### config.mk
export PLATFORM = sky130hd
export DESIGN_NAME = ecc_secded_decoder
export DESIGN_NICKNAME = d
export VERILOG_FILES = /design/src/rtl/ecc_secded_decoder.sv
export SDC_FILE = /design/constraint.sdc
export NUM_CORES = 1
export LEC_CHECK = 0
export CORE_MARGIN = 5
export CORE_UTILIZATION = 42
export CTS_BUF_LIST = sky130_fd_sc_hd__clkbuf_16
export DETAILED_ROUTE_END_ITERATION = 6
export HOLD_SLACK_MARGIN = 0.15
export MAX_ROUTING_LAYER = met4
export PLACE_DENSITY = 0.75
export RECOVER_POWER = 25
export SLEW_MARGIN = 15
export SYNTH_ARGS = -nofsm -noshare
export SYNTH_HDL_FRONTEND = slang
export SYNTH_SLANG_ARGS = --single-unit
### constraint.sdc
create_clock -name clk -period 0.8 [get_ports clk]
set_clock_uncertainty 0.05 [all_clocks]
set_input_delay 0.16 -clock clk [delete_from_list [all_inputs] [get_ports clk]]
set_output_delay 0.16 -clock clk [all_outputs]
set_load 0.02 [all_outputs]
### src/rtl/ecc_secded_decoder.sv
//============================================================================
// Module      : ecc_secded_decoder
// Description : Extended-Hamming (32,26) SECDED decoder with one register
//               stage: corrects single-bit errors, flags double-bit errors.
// Revision    : 1.0 - initial release
//============================================================================
`default_nettype none

module ecc_secded_decoder (
    input  logic        clk,
    input  logic        rst_n,
    input  logic [31:0] data_in,
    output logic [31:0] data_out,
    output logic        err_2_bit
);

    localparam int c_WIDTH = 32;

    logic [4:0]         w_syndrome;
    logic               w_parity;
    logic [c_WIDTH-1:0] w_flip;
    logic [c_WIDTH-1:0] w_data_out_d;
    logic               w_err_2_bit_d;
    logic [c_WIDTH-1:0] r_data_out_q;
    logic               r_err_2_bit_q;

    // XOR of the positions of all set bits equals the Hamming syndrome.
    always_comb begin
        w_syndrome = 5'd0;
        for (int i = 1; i < c_WIDTH; i++) begin
            if (data_in[i]) begin
                w_syndrome = w_syndrome ^ 5'(i);
            end
        end
    end

    assign w_parity = ^data_in;

    // Odd overall parity means a single error at position s (s==0 is bit 0).
    always_comb begin
        w_flip        = '0;
        w_err_2_bit_d = 1'b0;
        if (w_parity) begin
            w_flip[w_syndrome] = 1'b1;
        end else if (w_syndrome != 5'd0) begin
            w_err_2_bit_d = 1'b1;
        end
        w_data_out_d = data_in ^ w_flip;
    end

    always_ff @(posedge clk or negedge rst_n) begin
        if (!rst_n) begin
            r_data_out_q  <= '0;
            r_err_2_bit_q <= 1'b0;
        end else begin
            r_data_out_q  <= w_data_out_d;
            r_err_2_bit_q <= w_err_2_bit_d;
        end
    end

    assign data_out  = r_data_out_q;
    assign err_2_bit = r_err_2_bit_q;

endmodule

`default_nettype wire

==> results by group, run 1 <==
Run status
  • Status: stopped before the end
  • Stop stage: global routing (5_1_grt)
  • Run Error: [ERROR DPL-0033] detailed placement checks failed during check placement.

Synth
  • Synthesized cell area: 0.00204 mm2
  • Cells after Synth: about 180
  • Syn Nets: between 200 and 250
  • Mux cell area share after synthesis: less than 1%
  • Synth cell types: 27
  • Synthesized area per cell: ~12 um2
  • Post-Synth XOR/XNOR Area: about two fifths
  • Synth Area in Adders: 0%
  • Yosys Warn Count: 0
  • Yosys reg bits: 33
  • Synth Area in Compound Gates: under 10%
  • Simple-gate area share of the yosys netlist: around 13%
  • Register area share after synthesis: 40.4%
  • Main combinational cell family by area after synthesis: XOR/XNOR gates

Floorplanning
  • Die width: approximately 80 um
  • Die extent in y: about 80 um
  • I/O pin count: 67
  • Row cnt: 25
  • Initial Util: between 40% and 50%

Clock network
  • CTS Root Cell: clkbuf_16
  • Clk buf depth: 2
  • H-tree level count: 2
  • Total CTS buffers: 5
  • Clock sinks: 33

Timing
  • GR repair worst EP: data_out[11]$_DFF_PN0_/D
  • Worst ep type: register input

Place
  • Post-DP HPWL: about 4200 um
  • Buffers on Ports: 66
  • Worst slack, placed: -2.01 ns
  • GPL Wtd Cong: approximately 0.85

Global routing
  • Initial antenna violation count: 0
  • Largest net degree at the start of global routing: 34
-- kinds of logic after synthesis --
logic type             Yosys count
buffers and inverters            3
AND/OR/NAND/NOR                 45
XOR/XNOR                        86
flip-flops                      33
multiplexers                     1
AO/OA/AOI/OAI                    9
-- what timing repair did --
action | CTS
endpoints found under the setup margin | 66
hold buffers | 0
buffers inserted | 18
gates resized for setup | 300
pin swaps | 40
gates cloned | 2
-- synthesized netlist by cell type --
master,number,area (um2)
nand2_1,10,37.5
xnor2_4,1,27.5
nor3_1,19,95.1
a21o_1,3,22.5
o21ai_0,1,5.00
nor4_2,1,12.5
and2_2,2,15.0
a21oi_1,4,20.0
xnor2_2,3,48.8
buf_4,1,7.51
nor4b_1,3,26.3
xnor2_1,52,455
dfrtp_1,33,826
nor3_2,1,10.0
xnor3_2,2,47.6
mux2_2,1,11.3
or2b_1,1,7.51
o211ai_1,1,7.51
nand2b_1,3,18.8
xor2_1,26,228
nor3b_1,1,7.51
nor4b_2,2,30.0
buf_2,1,5.00
nand2_2,1,6.26
nand2b_2,1,8.76
xnor3_1,2,45.0
buf_6,1,11.3
-- metrics by stage --
| stage | cells | utilization [%] | setup TNS (ns) | area (um2) |
|---|---|---|---|---|
| CTS | 388 | 85.6 | -54.24 | 4040 |
| floorplan | 177 | - | -40.85 | 2110 |
| global placement | 360 | 68.9 | -72.70 | 3250 |
| detailed placement | 360 | 68.9 | -73.55 | 3250 |
==> inputs of run 2 (changes only) <==
Settings changed: CORE_UTILIZATION 42 to 40, CTS_BUF_LIST sky130_fd_sc_hd__clkbuf_16 to default, HOLD_SLACK_MARGIN 0.15 to default, MAX_ROUTING_LAYER met4 to default, PLACE_DENSITY 0.75 to default, PLACE_DENSITY_LB_ADDON from default to 0.15.
Clock period 0.8 ns to 1.05 ns, I/O delays scaled along.
==> results by group, run 2 <==
Clock network
  • H-tree level count: 2 (unchanged)
  • Post-CTS Hold Fix Bufs: 0 (unchanged)
  • CTS Root Cell: clkbuf_8
  • Total CTS buffers: 5 (unchanged)
  • CTS tree: yes
  • Clock sinks: 33 (unchanged)
  • CTS clk-pin slew, worst paths: about 0.070 ns
  • Clk buf depth: 2 (unchanged)

Cells and area
  • Final instance area: ~0.0044 mm2
  • Commonest non-fill, non-tap cells in the layout: buf_4 (68), buf_6 (52), dfrtp_1 (33), xnor2_2 (29), xor2_1 (19)
  • Commonest non-fill, non-tap cell in the layout: buf_4
  • # nets final: ~370
  • Share of layout cells above drive strength 1: 74.6%
  • Register Area: roughly 830 um2
  • Layout filler cell count: 194
  • Largest register FFs: 32
  • Antenna cell count: 0
  • Multi-input logic area: roughly 0.0022 mm2
  • Area growth syn-to-layout: 117%
  • Post-route non-filler standard cell count: 404

Synth
  • Synth area leaders: dfrtp_1 (40%), xnor2_1 (22%), xor2_1 (11%)
  • Share of the synthesized area in the top cell type: 40.4% (unchanged)
  • Post-synth top area cell: dfrtp_1
  • EDFF count, synth: 0 (unchanged)
  • Synth cell types: 27 (unchanged)
  • Cells after Synth: 177 (unchanged)
  • Yosys Warn Count: 0 (unchanged)
  • Post-synth ARST share: 100% (unchanged)
  • Synth top cells by count: xnor2_1 (52), dfrtp_1 (33), xor2_1 (26), nor3_1 (19), nand2_1 (10)
  • Most used flip-flop cell after synthesis: dfrtp_1
  • Synthesized area per cell: 11.5 um2 (unchanged)
  • Syn Nets: 211 (unchanged)
  • Synthesized cell area: 0.00204 mm2 (unchanged)
  • Most frequent cell after synthesis: xnor2_1
  • Yosys reg bits: 33 (unchanged)
  • Register area share after synthesis: 40.4% (unchanged)

Run status
  • Status: complete, but fails checks
  • Violated checks: negative setup slack

Detailed routing
  • Drt total wl: just under 9000 um
  • Final ANT Viol Nets: 0
  • Vias per inst: 5.08
  • DRC violations left: 0
  • Wirelength per Cell: between 20 and 25 um
  • Via count: between 2000 and 2500
  • Iter 0 DRT Violations: approximately 140
  • Detailed Routing Iterations Pass 1: 4

Timing
  • Final worst setup slack: -1.29 ns
  • Final setup fails: 55
  • Unrepaired setup endpoints after global routing: true
  • Slew Limit Fails: 0
  • Setup TNS: -37.95 ns
  • Fin crit period: 2.34 ns
  • Fin crit share: 223%
  • Max_slew headroom: between 60% and 70%
  • Worst Tran Pin Value: ~0.48 ns
  • Final hold slack: 0.130 ns
  • Final Hold Vio Count: 0
  • Achievable clock frequency: around 430 MHz

Critical path
  • Setup crit end kind: register
  • CP cell instances: dlygate4sd2_1 > xnor2_2 > xnor2_2 > xnor3_2 > xnor2_4 > buf_6 > nor4b_4 > nand2b_1 > xnor2_1
  • Crit-path max cell delay: 0.42 ns
  • CP arrival: about 2.5 ns
  • Worst Path Max Fanout: 7
  • Element type at the critical path start: input port
  • Slowest-stage cell, CP: xnor3_2
  • CP dominant cell by count: xnor2_2
  • Critical Path RT: approximately 1.2 ns
  • Worst Setup Path Type: input port to register

Min path
  • Hold Path Class: input port to register

Place
  • Worst slack, placed: -1.79 ns (+0.220 ns)
  • GPL Wtd Cong: 0.879 (+3.8%)
  • Placed cell area: 0.00326 mm2 (+0.19%)
  • Post-DP HPWL: 4340 um (+3.5%)
  • Post-Place Cells: 365 (+1.4%)
  • Buffers on Ports: 66 (unchanged)

Job
  • Max-cap check violation count: 0

Power and ir drop
  • Worst VDD drop: 1710 uV
  • Power Density: 2530 mW/mm2
  • Lkg Pwr: 2.19 nW

Global routing
  • Largest net degree at the start of global routing: 34
  • First-pass GRT wire length: approximately 11000 um
  • Vias in the first global route: 2092
  • Initial antenna violation count: 0
  • Gr ovfl total: 0
  • Gr usage total: a little under a quarter

Floorplanning
  • I/O pin count: 67 (unchanged)
  • Die width: 81.5 um (+2.2%)
  • Row cnt: 26 (+4.0%)
  • Core ar.: just over 0.005 mm2
  • Die extent in y: 81.5 um (+2.2%)
  • Initial Util: 40.5% (-2.7 points)
  • Die ar.: about 0.0066 mm2
-- run 2: routing by layer --
metal	track usage, %	part of all wire, %	vias to the layer above
met3	4.28	6.5	23
li1	-	-	905
met4	8.28	3.2	0
met5	0	0	-
met2	39.2	54	97
met1	29.1	36	1029
-- run 2: worst paths after layout --
kind | from | endpoint | slack [ns] | cells after the start
max | data_in[17] | data_out[15] | -1.29 | 9
min | data_in[24] | data_out[24] | 0.13 | 2
max in group asynchronous | rst_n | data_out[11] | 0.23 | 2
min in group asynchronous | rst_n | data_out[24] | 0.39 | 2
-- run 2: cell type report --
cell class	count	share of cell area, %
Multi-Input combinational cell	143	48.5
Timing Repair Buffer	150	29.1
Sequential cell	33	18.6
Tap cell	70	1.97
Clock buffer	6	1.63
Clock inverter	2	0.225
-- run 2: repair_timing --
item / 4_1_cts / 5_1_grt
gates resized for setup: 308 / 125
endpoints found under the setup margin: 66 / 66
gates cloned: 1 / 1
buffers inserted: 17 / 12
pin swaps: 50 / 47
-- run 2: per-stage QoR --
stage / util (%) / total power, mW
after global placement: 64.7 / 6.05
after detailed placement: 64.7 / 6.10
after CTS: 78.3 / 8.88
after floorplan: - / 4.29
after global routing: 88.1 / 11.7
final: 88.1 / 11.2
-- run 2: report_power, final --
| part | total, mW | internal (mW) | switching (mW) | leakage (nW) |
|---|---|---|---|---|
| registers | 1.64 | 1.52 | 0.123 | 0.385 |
| logic | 8.64 | 4.09 | 4.55 | 1.76 |
| clock network | 0.946 | 0.460 | 0.487 | 0.0450 |
| total | 11.2 | 6.06 | 5.16 | 2.19 |
-- run 2: cell families (layout without fill, tap and decap cells) --
| kind of cell | count (synthesis) | count (layout) | share of synthesized area (%) |
|---|---|---|---|
| and+or+nand+nor | 45 | 46 | 13.5 |
| muxes | 1 | 1 | 0.551 |
| xor gates and xnor gates | 86 | 87 | 41.7 |
| DFF | 33 | 33 | 40.4 |
| buffers and inverters | 3 | 158 | 1.16 |
| AOI/OAI and AO/OA | 9 | 9 | 2.69 |
-- run 2: worst max-delay path: cells and delay by family --
| kind | cells | cell delay, ns |
|---|---|---|
| buf+inv | 2 | 0.43 |
| simple gates | 2 | 0.48 |
| xor+xnor | 5 | 1.32 |
Power figures use the tool's default switching activity.
